--- src/rtl/sirv_gnrl_skid_stage.sv ---
// Two-entry valid/ready skid stage with registered upstream ready.
// Optional same-cycle EMPTY-state pass-through when SIRV_SKID_BYPASS_EN is defined.
module sirv_gnrl_skid_stage #(
   parameter int unsigned DW = 32
) (
   input  logic          clk,
   input  logic          rst,
   input  logic          flush,
   input  logic          i_vld,
   output logic          i_rdy,
   input  logic [DW-1:0] i_dat,
   output logic          o_vld,
   input  logic          o_rdy,
   output logic [DW-1:0] o_dat,
   output logic [1:0]    occ
);

   typedef enum logic [1:0] {
      EMPTY = 2'd0,
      ONE   = 2'd1,
      TWO   = 2'd2
   } state_t;

   state_t        state_q, state_d;
   logic [DW-1:0] main_q, skid_q, main_d;
   logic          rdy_q, vld_q;
   logic          main_le, skid_le;
   logic          in_hs, out_hs;

   assign in_hs  = i_vld & rdy_q;
   assign out_hs = o_vld & o_rdy;

`ifdef SIRV_SKID_BYPASS_EN
   // In EMPTY the input word is presented straight to the output.
   assign o_vld = (state_q == EMPTY) ? i_vld : vld_q;
   assign o_dat = (state_q == EMPTY) ? i_dat : main_q;
`else
   assign o_vld = vld_q;
   assign o_dat = main_q;
`endif

   assign i_rdy = rdy_q;
   assign occ   = state_q;

   // Next state and entry load enables; flush overrides every handshake.
   always_comb begin
      state_d = state_q;
      main_le = 1'b0;
      skid_le = 1'b0;
      main_d  = i_dat;
      case (state_q)
         EMPTY: begin
`ifdef SIRV_SKID_BYPASS_EN
            if (in_hs && !o_rdy) begin
`else
            if (in_hs) begin
`endif
               main_le = 1'b1;
               state_d = ONE;
            end
         end
         ONE: begin
            if (in_hs && out_hs) begin
               main_le = 1'b1;
            end else if (in_hs) begin
               skid_le = 1'b1;
               state_d = TWO;
            end else if (out_hs) begin
               state_d = EMPTY;
            end
         end
         TWO: begin
            if (out_hs) begin
               main_le = 1'b1;
               main_d  = skid_q;
               state_d = ONE;
            end
         end
         default: state_d = EMPTY;
      endcase
      if (flush) begin
         state_d = EMPTY;
         main_le = 1'b0;
         skid_le = 1'b0;
      end
   end

   always_ff @(posedge clk) begin
      if (rst) begin
         state_q <= EMPTY;
         rdy_q   <= 1'b1;
         vld_q   <= 1'b0;
      end else begin
         state_q <= state_d;
         rdy_q   <= (state_d != TWO);
         vld_q   <= (state_d != EMPTY);
      end
   end

   // Payload entries change only under their own load enables.
   always_ff @(posedge clk) begin
      if (rst) begin
         main_q <= '0;
         skid_q <= '0;
      end else begin
         if (main_le) main_q <= main_d;
         if (skid_le) skid_q <= i_dat;
      end
   end

`ifndef SYNTHESIS
   // Upstream must hold a stalled word until it is accepted.
   a_hold_stall: assert property (@(posedge clk) disable iff (rst)
      (i_vld && !i_rdy) |=> (i_vld && $stable(i_dat)));
`endif

endmodule
--- config.mk ---
export PLATFORM = sky130hd
export DESIGN_NAME = sirv_gnrl_skid_stage
export DESIGN_NICKNAME = d
export VERILOG_FILES = /design/src/rtl/sirv_gnrl_skid_stage.sv
export SDC_FILE = /design/constraint.sdc
export NUM_CORES = 1
export LEC_CHECK = 0
export ABC_AREA = 1
export CAP_MARGIN = 15
export CORE_MARGIN = 5
export CORE_UTILIZATION = 57
export DETAILED_ROUTE_END_ITERATION = 6
export DONT_BUFFER_PORTS = 1
export PLACE_DENSITY = 0.79
export SLEW_MARGIN = 20
export SYNTH_ARGS = -nofsm -noshare
export SYNTH_HDL_FRONTEND = slang
export SYNTH_SLANG_ARGS = --single-unit
--- constraint.sdc ---
create_clock -name clk -period 1.1 [get_ports clk]
set_input_delay 0.165 -clock clk [delete_from_list [all_inputs] [get_ports clk]]
set_output_delay 0.165 -clock clk [all_outputs]
set_load 0.01 [all_outputs]
==> run summary <==
The flow ran to the end, but the final reports show violations. The checks that failed: setup timing. The floorplan step defined a core boundary enclosing 5510 um^2. Synthesis produced 509 cells. The residual antenna-violating net count after detailed routing came out at 0.

The x dimension of the die was 85.3 um; the max-slew violation total from the final report was 0. The largest net degree at the start of global routing is 65. The fraction of registers with async set or reset after synthesis works out to 0%.

In the global route stage, overall resource usage came out at 20.8%. The tools report the data required time at the worst endpoint as 1.38 ns. STA classifies the critical path endpoint as a flip-flop. The I/O pin count is 73, and the cell count of the worst hold path is 4.

Clock skew on the completed layout was measured at 0.00941 ns. The share of total power in sequential cells came out at 53.0%. Yosys mapped the design onto 18 distinct sky130hd cell types. Summed over all layers, the routed wires come to 7590 um.

Headroom to the max-slew limit came out at 82.5%. Counting instances in the post-synthesis netlist gives the leading cell types as nand2_1 (199), nor2_1 (130), dfxtp_1 (68), inv_1 (38), nand3b_1 (33). The net total in the final layout was 556. Static timing analysis puts the maximum clock frequency at 816 MHz. Summing all placed instances gives a cell area of 3450 um^2. Reported net switching power: 0.00145 W. The slack of the critical path is -0.125 ns, and the layout cell share with drive strength beyond 1 is 16.0%.

The initial utilization of the core area, before any placement, comes to 58.7%. The floorplan has 27 rows. The first detailed-routing pass took 5 iterations. Sorting the synthesized cells by area gives the leading types as dfxtp_1 (42%), nand2_1 (23%), nor2_1 (15%). Averaged over all synthesized cells, the footprint is 6.35 um^2.

The root buffer cell chosen for the clock tree is clkbuf_8. Net count of the mapped netlist: 546. The critical path goes through inv_6 -> nand3_4 -> nor3_4 -> buf_12 -> clkbuf_16 -> nor2_2 -> nor2_1. In this run the power density over the cells is 1350 nW/um^2. After detailed routing, the number of remaining DRC violations is 0. After global routing the overflow that remains totals 0. The die area was 7280 um^2. In this run the tool buffered the top-level ports with 0 buffer cells.

At the placement stage, the worst setup path has a slack of -0.0784 ns. The tools report the max-capacitance violation count as 0. The net switching share of the total power works out to 28.2%. After routing the design area is 3830 um^2. The repair_antennas step left the layout with diodes totalling 0. The minimum setup slack among reg-to-reg paths was -0.13 ns; the combinational fraction of design power was 13.4%.

In the synthesized netlist the dominant register cell turns out to be dfxtp_1. The depth of the worst register-to-register path was 7. Setup repair after global routing could not meet its margin everywhere.

The portion of synthesized area spent on multiplexers is 0%. The instance count on the critical path works out to 7. The nature of the critical path startpoint was a flip-flop. TritonCTS built the clock tree. The logs give 9 for the number of clock buffers inserted by TritonCTS and 4660 um for the detailed-placement wirelength estimate. The dominant cell type by area after synthesis was dfxtp_1. The synthesized netlist devotes 0.619% of its cell area to compound gates.

Setup violations remaining at the end of the flow were counted as 64. The clock latency of the later-clocked register in the worst-skew pair is 0.35 ns. The tools report the total count of hold-check failures in the final report as 0. The run gives 3230 um^2 as the cell area after synthesis.

The number of enable flip-flop cells after synthesis was 0. The fraction of post-synthesis cell area in the top cell type by area came out at 42.1%. The congestion estimate from routability-driven global placement came to 0.770. Sequential elements use 42.1% of the synthesized area. For this design the static power due to leakage is 1.87 nW. The clock net in this run drives a total of 68 sinks. Synthesized-area fraction occupied by and/or/nand/nor cells: 47.7%. The area added between synthesis and finish was 18.6%.

On the critical path the largest part of the delay comes from simple AND/OR/NAND/NOR gates. The initial antenna violation count was 0. CTS built an H-tree with a depth of 3. The measured slew at the worst slew-check pin was 0.260 ns. Clock-pin slew was measured on the worst setup and hold paths at 0.07 ns. The internal power of the cells totals 0.00371 W.

The number of global-route vias before repair is 2733. The first global-routing pass estimated 12300 um of wire. Synthesis inferred 68 register bits.

Yosys printed 0 warnings. After detailed routing, the number of vias per cell comes to 4.87. The worst hold-check path type is in2reg. After the first detailed-routing iteration, the DRC count stood at 167.

The maximum clock insertion buffer count came out at 2. The routed layout has 2903 vias. The post-synthesis xor/xnor area fraction was 0.271%; the count of buffer and inverter cells on the critical path was 3. In the post-synthesis netlist, the cell with the most instances is nand2_1.

After synthesis, the largest family of logic cells by area is simple AND/OR/NAND/NOR gates. The die is 85.3 um tall. Cells fill 69.6% of the core in the end. The layout filler cell count came out at 492. Cell with the largest stage delay on the worst path: dfxtp_4. For the worst setup path, the data arrival time is 1.50 ns. VDD sags by at most 0.858 mV.

In this run the worst path has a maximum fanout of 6. By startpoint and endpoint, the worst setup path is classified as reg2reg. The worst path uses 111% of the clock period. For this run, the slowest stage of the critical path takes 0.37 ns. The wire length per cell after detailed routing works out to 12.7 um. The fraction of power consumed by the clock network is 33.6%, and the adder-cell share of the synthesized area is 0%.

The routed design could run at a clock period as short as 1.23 ns.
power groups by stage:
stage | combinational (W) | clock [W] | sequential (W)
after global placement | 0.000626 | 0 | 0.00279
final | 0.000691 | 0.00173 | 0.00274
after floorplan | 0.000518 | 0 | 0.00277
after detailed placement | 0.000642 | 0 | 0.00279
after global routing | 0.000789 | 0.00190 | 0.00275
after CTS | 0.000650 | 0.00177 | 0.00273
cell usage in the layout, fill, tap and decap left out:
cell           Yosys  routed
dlygate4sd3_1      0       1
clkbuf_8           0       9
clkinv_2           0       4
inv_1             38      37
nand3b_1          33      33
dfxtp_2            0       2
xor2_1             1       1
clkinv_4           0       1
nor2_1           130     105
buf_8              0       1
o21ai_0            3       2
buf_6              3       2
o21ai_1            0       1
inv_6              0       1
nor2_2             3      22
nor2_4             0       6
clkbuf_1           3       2
nand2_4            0       2
nand2_1          199     194
dfxtp_1           68      64
nand2_2            2       5
inv_2              2       2
dfxtp_4            0       2
buf_4              2      11
nor3_4             1       1
clkbuf_16          0       2
a21oi_2            0       1
buf_12             0       9
nand3_4            0       1
through the flow:
stage               std cells  TNS, ns  hold WS, ns  power (W)
finish                    596    -5.09       0.0287    0.00516
CTS                       589    -3.97       0.0201    0.00515
detailed placement        572    -3.42        0.357    0.00343
floorplan                 509   -0.819        0.326    0.00329
global placement          572    -1.48        0.335    0.00341
global route              596    -9.89       0.0413    0.00544
repair_timing:
| item | 4_1_cts | 5_1_grt |
|---|---|---|
| setup endpoints to repair | 64 | 68 |
| resized for setup | 3 | 37 |
| cloned | 0 | 4 |
| pin swaps | 0 | 26 |
| setup buffers | 0 | 3 |
| hold buffers | 1 | 0 |
| hold endpoints to repair | 1 | 0 |
registers in the layout, indices dropped and copies added, names as in the netlist:
signal and count:
o_dat 32, skid_q 32, occ 2, i_rdy 1, o_vld 1
per-layer routing:
metal  vias up  part of all wire (%)  track usage (%)
met5         -                     0                0
met4         0                   1.5             9.50
met3        10                   9.3             7.77
met2        95                    48             34.5
met1      1264                    41             23.6
li1       1534                     -                -
cell type report:
| class | instances | area (um^2) | share of cell area (%) |
|---|---|---|---|
| clock buffers | 11 | 131 | 3.43 |
| repair buffers | 26 | 360 | 9.40 |
| flip-flops and latches | 68 | 1370 | 35.8 |
| well taps | 72 | 90.1 | 2.35 |
| multi-input cells | 374 | 1700 | 44.2 |
| inverters | 40 | 155 | 4.05 |
| clock inverters | 5 | 28.8 | 0.751 |
path summary, 6_finish.rpt:
| path | from | endpoint |
|---|---|---|
| max | occ[1]$_SDFF_PP0_ | skid_q[21]$_SDFFE_PP0P_ |
| min | i_dat[27] | o_dat[27]$_SDFFE_PP0P_ |
| max reg2reg | occ[1]$_SDFF_PP0_ | skid_q[21]$_SDFFE_PP0P_ |
| min reg2reg | skid_q[24]$_SDFFE_PP0P_ | skid_q[24]$_SDFFE_PP0P_ |
worst register-to-register path, stage by stage, from the launching register on:
cell and delay [ns]:
dfxtp_4 0.37, inv_6 0.08, nand3_4 0.10, nor3_4 0.19, buf_12 0.16, clkbuf_16 0.16, nor2_2 0.04, nor2_1 0.08
kinds of logic (layout without fill, tap and decap cells):
family	Yosys count	after routing
buf+inv	67	82
flops	68	68
compound gates	4	4
xor+xnor	1	1
simple gates	369	369
Power figures use the tool's default switching activity.
